==> config.mk <==
export PLATFORM = sky130hd
export DESIGN_NAME = add_seq_ctrl
export DESIGN_NICKNAME = d
export VERILOG_FILES = /design/src/rtl/add_seq_ctrl.sv
export SDC_FILE = /design/constraint.sdc
export NUM_CORES = 1
export LEC_CHECK = 0
export BUFFER_PORTS_ARGS = -buffer_cell sky130_fd_sc_hd__buf_4
export CORE_MARGIN = 2
export CORE_UTILIZATION = 48
export CTS_CLUSTER_SIZE = 28
export DETAILED_ROUTE_END_ITERATION = 7
export PLACE_DENSITY = 0.75
export SLEW_MARGIN = 20
export SYNTH_ARGS = -nofsm -noshare
export SYNTH_HDL_FRONTEND = slang
export SYNTH_HIERARCHICAL = 1
export SYNTH_SLANG_ARGS = --single-unit
==> constraint.sdc <==
create_clock -name clk -period 5.1 [get_ports clk]
set_clock_uncertainty 0.1 [all_clocks]
set_input_delay 1.02 -clock clk [delete_from_list [all_inputs] [get_ports clk]]
set_output_delay 1.02 -clock clk [all_outputs]
set_load 0.005 [all_outputs]
==> src/rtl/add_seq_ctrl.sv <==
// -----------------------------------------------------------------------------
// add_seq_ctrl
//   Byte-serial multi-precision add/subtract controller. One shared 8-bit
//   ripple adder (FA_8_bit) is stepped over the operands one byte per cycle,
//   least-significant byte first. The carry between bytes is held in a
//   register. Subtraction is A + ~B + 1: B is inverted on capture and the
//   carry register is seeded with 1.
//
// Ports
//   clk, rst      : single clock, synchronous active-high reset
//   req_valid/req_ready          : request handshake (ready only in IDLE)
//   op_sub, op_a, op_b           : operation and operands, sampled on accept
//   res_valid/res_ready          : result handshake (valid only in DONE)
//   res_sum, res_carry, res_overflow : result, final carry (1 = no borrow
//                                  on subtract), signed overflow
// -----------------------------------------------------------------------------

module FA_8_bit (
  input  logic [7:0] i_a,
  input  logic [7:0] i_b,
  input  logic       i_cin,
  output logic [7:0] o_sum,
  output logic       o_cout
);

  logic [8:0] w_c;

  assign w_c[0] = i_cin;

  for (genvar g = 0; g < 8; g++) begin : g_bit
    assign o_sum[g]  = i_a[g] ^ i_b[g] ^ w_c[g];
    assign w_c[g+1]  = (i_a[g] & i_b[g]) | (w_c[g] & (i_a[g] ^ i_b[g]));
  end

  assign o_cout = w_c[8];

endmodule

module add_seq_ctrl #(
  parameter int NBYTES = 4
) (
  input  logic                  clk,
  input  logic                  rst,
  input  logic                  req_valid,
  output logic                  req_ready,
  input  logic                  op_sub,
  input  logic [8*NBYTES-1:0]   op_a,
  input  logic [8*NBYTES-1:0]   op_b,
  output logic                  res_valid,
  input  logic                  res_ready,
  output logic [8*NBYTES-1:0]   res_sum,
  output logic                  res_carry,
  output logic                  res_overflow
);

  localparam int W     = 8 * NBYTES;
  localparam int IDX_W = (NBYTES > 1) ? $clog2(NBYTES) : 1;
  localparam logic [IDX_W-1:0] LAST_IDX = IDX_W'(NBYTES - 1);

  typedef enum logic [1:0] {
    S_IDLE = 2'd0,
    S_RUN  = 2'd1,
    S_DONE = 2'd2
  } state_t;

  state_t            r_state;
  state_t            w_state_nxt;
  logic              w_accept;
  logic              w_last;

  logic [W-1:0]      r_a;
  logic [W-1:0]      r_b;       // B, already inverted for subtract
  logic [W-1:0]      r_sum;
  logic              r_carry;   // inter-byte carry
  logic              r_res_carry;
  logic              r_res_ovf;
  logic [IDX_W-1:0]  r_idx;

  logic [7:0]        w_a_byte;
  logic [7:0]        w_b_byte;
  logic [7:0]        w_fa_sum;
  logic              w_fa_cout;

  assign w_last   = (r_idx == LAST_IDX);
  assign w_a_byte = r_a[{r_idx, 3'b000} +: 8];
  assign w_b_byte = r_b[{r_idx, 3'b000} +: 8];

  FA_8_bit u_fa (
    .i_a    (w_a_byte),
    .i_b    (w_b_byte),
    .i_cin  (r_carry),
    .o_sum  (w_fa_sum),
    .o_cout (w_fa_cout)
  );

  // State register
  always_ff @(posedge clk) begin
    if (rst) r_state <= S_IDLE;
    else     r_state <= w_state_nxt;
  end

  // Next state; handshake outputs decode from state alone
  always_comb begin
    w_state_nxt = r_state;
    req_ready   = 1'b0;
    res_valid   = 1'b0;
    w_accept    = 1'b0;
    case (r_state)
      S_IDLE: begin
        req_ready = 1'b1;
        if (req_valid) begin
          w_accept    = 1'b1;
          w_state_nxt = S_RUN;
        end
      end
      S_RUN: begin
        if (w_last) w_state_nxt = S_DONE;
      end
      S_DONE: begin
        res_valid = 1'b1;
        if (res_ready) w_state_nxt = S_IDLE;
      end
      default: w_state_nxt = S_IDLE;
    endcase
  end

  // Operand capture: no reset needed, always loaded before use
  always_ff @(posedge clk) begin
    if (w_accept) begin
      r_a <= op_a;
      r_b <= op_sub ? ~op_b : op_b;
    end
  end

  // Byte sequencing and result capture
  always_ff @(posedge clk) begin
    if (rst) begin
      r_idx       <= '0;
      r_carry     <= 1'b0;
      r_sum       <= '0;
      r_res_carry <= 1'b0;
      r_res_ovf   <= 1'b0;
    end else if (w_accept) begin
      r_idx   <= '0;
      r_carry <= op_sub;
    end else if (r_state == S_RUN) begin
      r_sum[{r_idx, 3'b000} +: 8] <= w_fa_sum;
      r_carry                     <= w_fa_cout;
      if (w_last) begin
        r_res_carry <= w_fa_cout;
        // Same-sign operands producing an opposite-sign result
        r_res_ovf   <= (r_a[W-1] == r_b[W-1]) && (w_fa_sum[7] != r_a[W-1]);
      end else begin
        r_idx <= r_idx + IDX_W'(1);
      end
    end
  end

  assign res_sum      = r_sum;
  assign res_carry    = r_res_carry;
  assign res_overflow = r_res_ovf;

endmodule
==> metrics.txt <==
Synth cell types=41; Final min period=4.89 ns; Hold Worst Slack=0.355 ns; Synth area leader=edfxtp_1; power density cells=310 mW/mm^2; # Post-CTS Setup Buffers=0; CTS clk-pin slew, worst paths=roughly 0.090 ns; largest net degree at the start of global routing=70; Cells after Synth=approximately 290; diode count=0; clk sinks=between 100 and 150; critical path's top delay family=adder cells; Synth warnings=6; critical path class=reg2reg; final setup fails=0; Die H=around 100 um; drt pass-1 iters=4; initial core utilization=50.1%; hpwl dp=6.20 mm; final max-slew violation count=0; Layout Nets=between 400 and 500; Placeable Area=0.00881 sq mm; # IOs=105; Arrival @ worst endpoint=just over 5 ns; wire per inst=around 17 um; status=completed; gp weighted congestion=0.790; clock buffer count from CTS=9; crit share post-route=95.8%; synth-to-layout area growth=23.1%; worst slew pin tran=between 0.8 and 0.9 ns; Clock Latency Late Sink=0.36 ns; H-tree depth=3; Critical Path RT=around 5.3 ns; RSZ-0062 raised after global routing=no; Slew Limit Headroom=between 40% and 50%; post-synthesis sequential area ratio=61.2%; grt total ovfl=0; crit path buf inv count=5; DIE AREA=0.00998 sq mm; CTS Hold Buffers Added=0; Max Cap Viol=0; initial DRC count=89; Main synth FF type=edfxtp_1; CP cell instances=mux4_2 > fa_1 > inv_1 > fa_1 > inv_1 > fa_2 > fa_2 > fa_2 > fa_1 > fa_1 > inv_1 > fa_1 > inv_2 > inv_1 > or3_1 > a311oi_1; Mapped Nets=374; leakage=0.00213 uW; CTS tree=done; Hold Vio Cnt, Final=0; #FFs+latches synth=103; Fmax achieved=205 MHz; crit start category=flop; vias in the first global route=~2.8k; clk root buf=clkbuf_8; top post-synthesis cells by area=edfxtp_1 (44%), dfxtp_1 (18%), mux4_2 (8.2%), xor2_1 (6.4%), fa_1 (3.6%); Clock Tree Buf Depth=2; initial antenna violation count=0; Worst Hold Class=reg2reg; Critical-path top delay cell=mux4_2; CP endpoint kind=flop; antenna-violating nets left=0; Most Frequent Cell on Critical Path=fa_1; Rows=34; mean post-synth cell area=~15 sq um; mapped cell area=0.00441 sq mm; chip width=between 90 and 100 um; worst vdd ir=~140 uV; Crit Path Max Fanout=4; Avg Vias per Cell=5.26; Vias=between 2k and 3k; first-pass GRT wire length=approximately 14 mm; number of flops mapped to enable cells by yosys=64; ys async rst share=0%; Final TNS setup=0 ns; Buffers on Ports=~100; fraction of layout instances using a drive strength above 1=38.4%; Yosys top cell area share=a little over two fifths; max incr delay on CP=approximately 0.52 ns; gr usage total=roughly 18%; DR DRC count=0; Post-Route WL=between 8 and 9 mm
where the power goes:
group | total (uW) | internal [uW] | switching [uW]
logic | 273 | 130 | 143
clock network | 451 | 177 | 274
registers | 962 | 942 | 19.6
total | 1690 | 1250 | 436
worst min-delay path: cells and delay by family (launching register included):
kind	cells	cell delay (ns)
AO/OA/AOI/OAI	1	0.05
flip-flops	1	0.32
AND/OR/NAND/NOR	1	0.05
stage by stage:
step	worst slack (ns)	cells	cell area (sq um)	total power (uW)	utilization [%]
2_1_floorplan	0.00885	292	4420	1140	-
3_3_place_gp	0.121	490	5240	1240	59.5
3_5_place_dp	-0.0132	490	5250	1250	59.6
4_1_cts	0.00989	506	5420	1700	61.6
5_1_grt	0.0222	506	5430	1760	61.7
6_report	0.214	506	5430	1690	61.7
cell usage after synthesis (2+ instances only):
| library cell | count |
|---|---|
| edfxtp_1 | 64 |
| dfxtp_1 | 39 |
| xor2_1 | 32 |
| mux4_2 | 16 |
| a22o_1 | 14 |
| inv_1 | 14 |
| nor2_1 | 12 |
| a21oi_1 | 9 |
| a32oi_1 | 8 |
| fa_1 | 8 |
| nand3b_1 | 8 |
| buf_2 | 7 |
| nand2_1 | 7 |
| nand2b_1 | 6 |
| ha_1 | 5 |
| buf_6 | 4 |
| o21ai_1 | 4 |
| buf_4 | 3 |
| clkbuf_1 | 3 |
| nand3_1 | 3 |
| and3b_1 | 2 |
| nand4_1 | 2 |
| nor2b_1 | 2 |
| nor3_1 | 2 |
| nor3b_2 | 2 |
per-layer routing:
metal / share of wire [%] / global-route usage (%) / wire [um] / up-vias
met5: 0 / 0 / 0 / -
met4: 1.8 / 6.74 / 154 / 0
met3: 5.0 / 3.55 / 423 / 14
met2: 47 / 29.3 / 4050 / 89
met1: 46 / 24.4 / 3910 / 1280
li1: - / - / - / 1280
layout make-up:
cell class	instances	area, sq um
Multi-Input combinational cell	157	1550
Tap cell	108	135
Clock buffer	9	124
Fill cell	668	3380
Inverter	14	52.6
Clock inverter	7	48.8
Timing Repair Buffer	108	811
Sequential cell	103	2710
layout by cell type, fill, tap and decap left out, drive strengths merged, types with 9 or more instances in the layout:
master	netlist	routed
inv	14	15
xor2	32	32
buf	14	108
edfxtp	64	64
nand3b	9	9
nor2	12	12
a22o	14	14
mux4	16	16
clkbuf	4	9
dfxtp	39	39
a21oi	10	10
path summary, 6_finish.rpt:
path	slack (ns)	startpoint	to	depth (start not counted)
setup reg to reg	0.21	r_idx[0]$_SDFFE_PP0P_	res_overflow$_SDFFE_PP0P_	16
hold reg to reg	0.36	res_sum[27]$_SDFFE_PP0P_	res_sum[27]$_SDFFE_PP0P_	2
setup / recovery	0.21	r_idx[0]$_SDFFE_PP0P_	res_overflow$_SDFFE_PP0P_	16
hold / removal	0.36	res_sum[27]$_SDFFE_PP0P_	res_sum[27]$_SDFFE_PP0P_	2
state kept, by name, indices dropped and copies added (netlist names):
register,cells
r_a,32
r_b,32
res_sum,32
r_idx,2
r_state,2
r_carry,1
res_carry,1
res_overflow,1
cells by family (layout without fill, tap and decap cells):
logic type / count (synthesis) / in the layout / synth area share [%]
AND/OR/NAND/NOR: 55 / 55 / 8.17
XOR/XNOR: 33 / 33 / 6.55
buffers and inverters: 32 / 138 / 3.88
adder cells (fa/ha/maj): 13 / 13 / 5.05
multiplexers: 17 / 17 / 8.39
AO/OA/AOI/OAI: 39 / 39 / 6.72
flip-flops: 103 / 103 / 61.2
repair_timing:
action / 4_1_cts / 5_1_grt
setup endpoints to repair: 1 / 1
pin swaps: 0 / 1
resized for setup: 2 / 3
gates cloned: 0 / 0
Note: power is estimated with default switching activity, not from simulation.
